$ cat config.mk
export PLATFORM = sky130hd
export DESIGN_NAME = seq_divider_2n_by_n
export DESIGN_NICKNAME = d
export VERILOG_FILES = /design/src/rtl/arith_pkg.sv /design/src/rtl/div_step.sv /design/src/rtl/seq_divider_2n_by_n.sv
export SDC_FILE = /design/constraint.sdc
export NUM_CORES = 1
export LEC_CHECK = 0
export CAP_MARGIN = 40
export CORE_AREA = 2 2 59 61
export CTS_CLUSTER_DIAMETER = 150
export DETAILED_ROUTE_END_ITERATION = 12
export DIE_AREA = 0 0 61 63
export MAX_ROUTING_LAYER = met4
export PLACE_DENSITY = 0.75
export SLEW_MARGIN = 20
export SYNTH_ARGS = -nofsm -noshare
export SYNTH_HDL_FRONTEND = slang
export SYNTH_SLANG_ARGS = --single-unit
export TNS_END_PERCENT = 100
$ cat constraint.sdc
create_clock -name clk -period 1.6 [get_ports clk]
set_input_delay 0.32 -clock clk [delete_from_list [all_inputs] [get_ports clk]]
set_output_delay 0.32 -clock clk [all_outputs]
set_load 0.005 [all_outputs]
$ cat src/rtl/arith_pkg.sv
// Shared arithmetic-harness definitions: default operand width and divider FSM states.
package arith_pkg;

   localparam int N_DEFAULT = 4;

   typedef enum logic [1:0] {
      IDLE,
      BUSY,
      DONE
   } div_state_t;

endpackage

$ cat src/rtl/div_step.sv
// One restoring-division step: shift the next dividend bit into the partial remainder,
// then subtract the divisor if it fits.
module div_step
   import arith_pkg::*;
#(
   parameter int N = N_DEFAULT
) (
   input  logic [N:0]   r,
   input  logic         q_msb,
   input  logic [N-1:0] d,
   output logic [N:0]   r_next,
   output logic         q_bit
);

   logic [N:0] t;
   logic       r_msb_unused;

   // A restored remainder is always below the divisor, so its top bit is never set.
   assign r_msb_unused = r[N];

   always_comb begin
      t      = {r[N-1:0], q_msb};
      r_next = t;
      q_bit  = 1'b0;
      if (t >= {1'b0, d}) begin
         r_next = t - {1'b0, d};
         q_bit  = 1'b1;
      end
   end

endmodule

$ cat src/rtl/seq_divider_2n_by_n.sv
// Iterative unsigned restoring divider: 2N-bit dividend by N-bit divisor, one quotient bit
// per clock, with valid/ready handshakes on both sides.
module seq_divider_2n_by_n
   import arith_pkg::*;
#(
   parameter int N = N_DEFAULT
) (
   input  logic           clk,
   input  logic           rst_n,
   input  logic           in_valid,
   output logic           in_ready,
   input  logic [2*N-1:0] dividend,
   input  logic [N-1:0]   divisor,
   output logic           out_valid,
   input  logic           out_ready,
   output logic [2*N-1:0] quotient,
   output logic [N-1:0]   remainder,
   output logic           div_zero
);

   localparam int CNT_W = $clog2(2*N+1);

   div_state_t       state_q, state_d;
   logic [CNT_W-1:0] cnt_q, cnt_d;
   logic [N-1:0]     d_q, d_d;
   logic [2*N-1:0]   q_q, q_d;
   logic [N:0]       r_q, r_d;
   logic             dz_q, dz_d;
   logic [N:0]       r_step;
   logic             q_bit;

   div_step #(.N(N)) u_step (
      .r      (r_q),
      .q_msb  (q_q[2*N-1]),
      .d      (d_q),
      .r_next (r_step),
      .q_bit  (q_bit)
   );

   always_ff @(posedge clk or negedge rst_n) begin
      if (!rst_n) begin
         state_q <= IDLE;
         cnt_q   <= '0;
         d_q     <= '0;
         q_q     <= '0;
         r_q     <= '0;
         dz_q    <= 1'b0;
      end else begin
         state_q <= state_d;
         cnt_q   <= cnt_d;
         d_q     <= d_d;
         q_q     <= q_d;
         r_q     <= r_d;
         dz_q    <= dz_d;
      end
   end

   // Q doubles as the dividend shifter and the quotient collector.
   always_comb begin
      state_d = state_q;
      cnt_d   = cnt_q;
      d_d     = d_q;
      q_d     = q_q;
      r_d     = r_q;
      dz_d    = dz_q;
      case (state_q)
         IDLE: begin
            if (in_valid) begin
               if (divisor == '0) begin
                  state_d = DONE;
                  q_d     = '1;
                  r_d     = {1'b0, dividend[N-1:0]};
                  dz_d    = 1'b1;
               end else begin
                  state_d = BUSY;
                  d_d     = divisor;
                  q_d     = dividend;
                  r_d     = '0;
                  dz_d    = 1'b0;
                  cnt_d   = CNT_W'(2*N);
               end
            end
         end
         BUSY: begin
            q_d   = {q_q[2*N-2:0], q_bit};
            r_d   = r_step;
            cnt_d = cnt_q - CNT_W'(1);
            if (cnt_q == CNT_W'(1)) begin
               state_d = DONE;
            end
         end
         DONE: begin
            if (out_ready) begin
               state_d = IDLE;
            end
         end
         default: begin
            state_d = IDLE;
         end
      endcase
   end

   assign in_ready  = (state_q == IDLE);
   assign out_valid = (state_q == DONE);
   assign quotient  = q_q;
   assign remainder = r_q[N-1:0];
   assign div_zero  = dz_q;

endmodule

==> impl_metrics.toml, run 1 <==
[outcome]
status = "finished, violations left"
violations = "setup timing"

[clock_tree]
clkTransAtPathRegs_ns = 0.13
cts_tree = "built"
cts_root_buf = "clkbuf_4"
cts_made_buffers = 3
insertion_delay_ns = 0.32
clock_path_buffers = 2
postCtsHoldBufs = 0
cts.sinks = 23
htree_levels = 1

[synthesis]
synth_top_cell_by_area = "dfrtp_1"
synth_compound_gate_area_share = 0.195
synth.avg_cell_area_um2 = 10.4
ys_top_cells_by_count = "dfrtp_1 (23), nor2_1 (14), nand2_1 (11), inv_1 (10), a31oi_1 (7)"
netlist.area_leader.share = 0.409
synthArstFlopShare = 1.00
synth_area_um2 = 1410
synthAdderAreaFrac = 0.0675
yosysMostFrequentCell = "dfrtp_1"
ys_ff_latch = 23
synthSimpleGateAreaFrac = 0.178
synth_edf_count = 0
yosysWarnings = 0
synth_mux_area_frac = 0.0737
synth_top_family_by_area = "compound AO/OA/AOI/OAI gates"
synth-seq-area-share = 0.409
syn_nets = 158
synth_cell_types = 46
synth_area_leaders = "dfrtp_1 (41%), ha_1 (5.3%), mux2_4 (4.3%)"
synthXorXnorAreaFrac = 0.0124
synth_ff_type = "dfrtp_1"
synth_cells = 135

[setup_path]
start_kind = "flop"
end_kind = "flop"
critPathArrivalTime_ns = 2.00
path_class = "reg -> reg"
cpMaxStageDelayCell = "dfrtp_1"
cp_cell_sequence = "ha_4, nand2_2, o21ai_2, a21boi_2, buf_6, a211oi_1, a21o_1"
cp_max_fo = 5
cp_slowest_stage_delay_ns = 0.44
crit_buf_inv = 1
cp_top_family = "compound AO/OA/AOI/OAI gates"
required_ns = 1.87

[placed_design]
placed_cells = 237
preCtsSetupSlack_ns = -0.360
io_buffers = 30
gp_congestion = 0.940
dpl.hpwl_mm = 2.79

[grt]
met1_usage = 0.302
use_met2 = 0.328
grt_pass1_wl_mm = 6.04
grt_max_degree = 24
grt_pass1_vias = 1284
grt_usage = 0.215
met3_usage = 0.0269
grt-ovfl-total = 0
grt_antenna_before_repair = 0
grt_busiest_layer = "met2"

[die]
rows = 21
die_area_um2 = 3840
pin_count = 31
core_um2 = 3230
start_util = 0.436
die_h_um = 63
die_w_um = 61

[layout]
final_nets = 230
area.growth.synth_to_final_pct = 53.5
multi_input_area_um2 = 818
area.sequential_um2 = 578
nFillCells = 240
drive_above_1_share = 0.408
stdcell_count = 252
antennaDiodeCount = 0

[detailed_routing]
antenna_left = 0
via_per_inst = 5.24
first_pass_iters = 4
num_vias = 1321
wl_per_cell_um = 15.4
wirelength_mm = 3.87
first_iter_violations = 85
drc = 0

[sta]
maxSlewViolCount = 0
setup_viol = 5
finClkSkew_ns = 0.00176
max_freq_mhz = 578
fin_crit_ns = 1.73
period_share = 1.08
rsz0062_at_grt = "yes"
finalHoldViolCount = 0
tightest_slew_ns = 0.303
slew_headroom = 0.798
setup_ws_ns = -0.130

[pwr]
p_comb_frac = 0.702
power.leakage_nw = 1.01
power_switching_mw = 1.84
p_per_area_nw_per_um2 = 2130
seqPwrFrac = 0.237
p_int_mw = 2.78
switching_share = 0.398
peakVddDrop_mv = 0.913
clock_power_share = 0.061

[min_path]
min_path_type = "in -> async"

[job]
drv_cap = 0
==> layout by cell type (no fill, tap or decap), types with 3 or more instances in the layout <==
cell type,instances
a21oi_1,3
a31oi_1,7
a32oi_1,3
buf_4,39
buf_6,4
clkbuf_4,3
clkdlybuf4s50_1,20
dfrtp_1,21
dlygate4sd2_1,4
dlymetal6s2s_1,4
ha_1,4
inv_1,7
inv_2,3
mux2_4,6
nand2_1,10
nor2_1,13
nor3_1,3
nor3_2,3
o21ai_2,3
o22ai_1,3
==> worst reg2reg max path, cell delays in order (launching register included) <==
cell and delay, ns:
dfrtp_1 0.44, ha_4 0.32, nand2_2 0.07, o21ai_2 0.19
a21boi_2 0.08, buf_6 0.14, a211oi_1 0.30, a21o_1 0.13
==> per-stage QoR <==
| step | power [mW] | TNS (ns) | area (um^2) | utilization | hold WS (ns) |
|---|---|---|---|---|---|
| floorplan | 2.70 | -0.0359 | 1430 | - | 0.0244 |
| global route | 4.94 | -0.839 | 2160 | 0.669 | 0.357 |
| CTS | 4.44 | -0.350 | 2090 | 0.648 | 0.359 |
| global placement | 3.76 | -4.45 | 1980 | 0.612 | 0.497 |
| detailed placement | 3.87 | -5.72 | 1980 | 0.612 | 0.505 |
| finish | 4.61 | -0.522 | 2160 | 0.669 | 0.350 |
==> layer usage <==
layer / vias to the layer above / share of wire
met3: 9 / 0.063
met1: 623 / 0.44
li1: 629 / -
met4: 0 / 0.015
met5: - / 0
met2: 60 / 0.48
==> what timing repair did <==
action                     in CTS  in global routing
resized for setup              19                 12
setup buffers                   6                  5
pin swaps                       7                  6
setup endpoints to repair      14                 17
==> power by group through the flow <==
stage	combinational [mW]	sequential [mW]	clock (mW)
3_5_place_dp	2.75	1.12	0
4_1_cts	3.06	1.09	0.284
6_report	3.24	1.09	0.280
3_3_place_gp	2.65	1.10	0
5_1_grt	3.50	1.13	0.307
2_1_floorplan	1.60	1.10	0
==> flip-flops by register name (all words and copies together) (netlist names) <==
signal / count
cnt_q: 4
d_q: 4
div_zero: 1
quotient: 8
r_q: 4
state_q: 2
==> logic make-up (layout without fill, tap and decap cells) <==
family,after synthesis,in the layout
fa+ha+maj,7,7
simple gates,43,43
xor+xnor,2,2
flops,23,23
buf+inv,16,87
mux,8,8
compound gates,36,36
==> path summary, 6_finish.rpt <==
kind | start | to | slack [ns] | cells past startpoint
worst min-delay path | rst_n | quotient[5]$_DFFE_PN0P_ | 0.35 | 2
worst max register to register | r_q[1]$_DFFE_PN0P_ | quotient[0]$_DFFE_PN0P_ | -0.13 | 7
worst max-delay path | r_q[1]$_DFFE_PN0P_ | quotient[0]$_DFFE_PN0P_ | -0.13 | 7
worst min register to register | div_zero$_DFFE_PN0P_ | div_zero$_DFFE_PN0P_ | 0.53 | 1
max in group asynchronous | rst_n | state_q[1]$_DFFE_PN0P_ | 1.00 | 2
min in group clk | divisor[1] | d_q[1]$_DFFE_PN0P_ | 0.40 | 3
==> area by class of cell <==
type,instances,share of cell area
timing repair buffer,73,0.297
clock inverter,1,0.00231
sequential,23,0.267
tap,46,0.0266
inverter,10,0.0174
multi-input combinational,96,0.378
clock buffer,3,0.0104
No activity file was read; power rests on OpenSTA's default activity.
==> inputs of run 2 (changes only) <==
Settings changed: SLEW_MARGIN 20 to unset.
==> results of run 2 <==
Final layout, timing and power as in run 1 (identical DEF).
==> inputs of run 3 (changes only) <==
Settings changed: CORE_AREA 2 2 59 61 to 2 2 54 56, DIE_AREA 0 0 61 63 to 0 0 56 58, DONT_BUFFER_PORTS set to 1, PLACE_DENSITY 0.75 to 0.72.
==> impl_metrics.toml, run 3 (synthesized netlist as in run 1, its figures left out) <==
[detailed_routing]
wl_per_cell_um = 17.5
antenna_left = 0
drc = 0
first_pass_iters = 4
first_iter_violations = 41
via_per_inst = 5.94
num_vias = 1110
wirelength_mm = 3.27

[clock_tree]
clock_path_buffers = 2
cts_tree = "built"
clkTransAtPathRegs_ns = 0.13
cts.sinks = 23
insertion_delay_ns = 0.31
cts_root_buf = "clkbuf_4"
htree_levels = 1
cts_made_buffers = 3

[setup_path]
end_kind = "flop"
critPathArrivalTime_ns = 1.95
start_kind = "flop"
path_common_cell = "o21ai_2"
cp_cell_sequence = "inv_2, ha_4, a21oi_4, o21ai_2, a21boi_2, buf_6, mux2_4, o21ai_2"
path_class = "reg -> reg"
cpMaxStageDelayCell = "dfrtp_1"
required_ns = 1.85
cp_slowest_stage_delay_ns = 0.41
cp_max_fo = 4

[outcome]
status = "finished, violations left"
violations = "setup timing"

[pwr]
p_per_area_nw_per_um2 = 2370
power.leakage_nw = 0.746
peakVddDrop_mv = 1.39

[sta]
slew_headroom = 0.714
rsz0062_at_grt = "yes"
period_share = 1.06
finClkSkew_ns = 0.00710
setup_ws_ns = -0.0997
maxSlewViolCount = 0
max_freq_mhz = 588
tightest_slew_ns = 0.426
finalHoldViolCount = 0
setup_viol = 4
fin_crit_ns = 1.70
hold_ws_ns = 0.0845
fin_setup_tns_ns = -0.244

[grt]
grt_usage = 0.222
grt_pass1_vias = 1161
grt_pass1_wl_mm = 5.44
grt_antenna_before_repair = 0
grt_max_degree = 24
grt-ovfl-total = 0

[die]
die_w_um = 56
die_h_um = 58
core_um2 = 2660
start_util = 0.529
pin_count = 31
rows = 19
die_area_um2 = 3250

[layout]
final_nets = 180
antennaDiodeCount = 0
final_common_cell = "dfrtp_1"
final_cell_area_um2 = 1680
largest_reg_flops = 8
mostFrequentLayoutCells = "dfrtp_1 (22), buf_4 (20), nor2_1 (14)"
postLayoutCoreUtil = 0.633
area.growth.synth_to_final_pct = 19.5
drive_above_1_share = 0.385

[placed_design]
gp_congestion = 0.840
io_buffers = 0
preCtsSetupSlack_ns = -0.155
place_area_um2 = 1540
dpl.hpwl_mm = 2.41

[job]
drv_cap = 0

[min_path]
min_path_type = "in -> reg"
## run 3: changes by cell type in the layout (fill, tap and decap cells not counted), sizes merged, moves of 2 or more
| cell | previous run | this run |
|---|---|---|
| dlymetal6s2s | 4 | 0 |
| dlygate4sd2 | 4 | 0 |
| buf | 43 | 22 |
| clkdlybuf4s50 | 20 | 0 |
| clkdlybuf4s15 | 2 | 0 |
## run 3: through the flow
stage / std cells / power (mW)
floorplan: 135 / 2.70
global placement: 176 / 3.20
detailed placement: 176 / 3.28
CTS: 185 / 3.83
global route: 187 / 4.30
finish: 187 / 3.99
## run 3: area by class of cell
| cell class | count | area (um^2) |
|---|---|---|
| Sequential cell | 23 | 577 |
| Tap cell | 31 | 38.8 |
| Clock buffer | 4 | 26.3 |
| Inverter | 10 | 37.5 |
| Fill cell | 219 | 978 |
| Multi-Input combinational cell | 96 | 818 |
| Timing Repair Buffer | 23 | 186 |
## run 3: timing repair
action                                 4_1_cts  5_1_grt
endpoints found under the hold margin       23        0
hold buffers                                 1        0
buffers inserted                             4        1
resized for setup                            6        8
pin swaps                                    3        3
setup endpoints to repair                    5        6
## run 3: critical path: cells and delay by family (launching register included)
| kind | cells | cell delay [ns] |
|---|---|---|
| DFF | 1 | 0.41 |
| AOI/OAI and AO/OA | 4 | 0.50 |
| adders and majority gates | 1 | 0.21 |
| buffers and inverters | 2 | 0.22 |
| muxes | 1 | 0.30 |
## run 3: path summary, 6_finish.rpt
kind,start,endpoint,slack [ns],depth (start not counted)
min,in_valid,cnt_q[2]$_DFFE_PN0P_,0.08,1
max reg2reg,d_q[2]$_DFFE_PN0P_,r_q[1]$_DFFE_PN0P_,-0.1,8
max in group asynchronous,rst_n,state_q[1]$_DFFE_PN0P_,0.87,2
min reg2reg,quotient[0]$_DFFE_PN0P_,quotient[0]$_DFFE_PN0P_,0.56,1
min in group asynchronous,rst_n,quotient[6]$_DFFE_PN0P_,0.29,1
max,d_q[2]$_DFFE_PN0P_,r_q[1]$_DFFE_PN0P_,-0.1,8
## run 3: metal layers
metal	global-route usage	vias up	part of all wire
li1	-	531	-
met4	0.0816	0	0.012
met1	0.280	533	0.45
met2	0.346	42	0.47
met5	-	-	0
met3	0.0558	4	0.072
## run 3: report_power, final
part / switching [mW] / internal (mW)
Clock: 0.178 / 0.0974
Combinational: 1.20 / 1.37
Sequential: 0.265 / 0.874
Total: 1.64 / 2.34
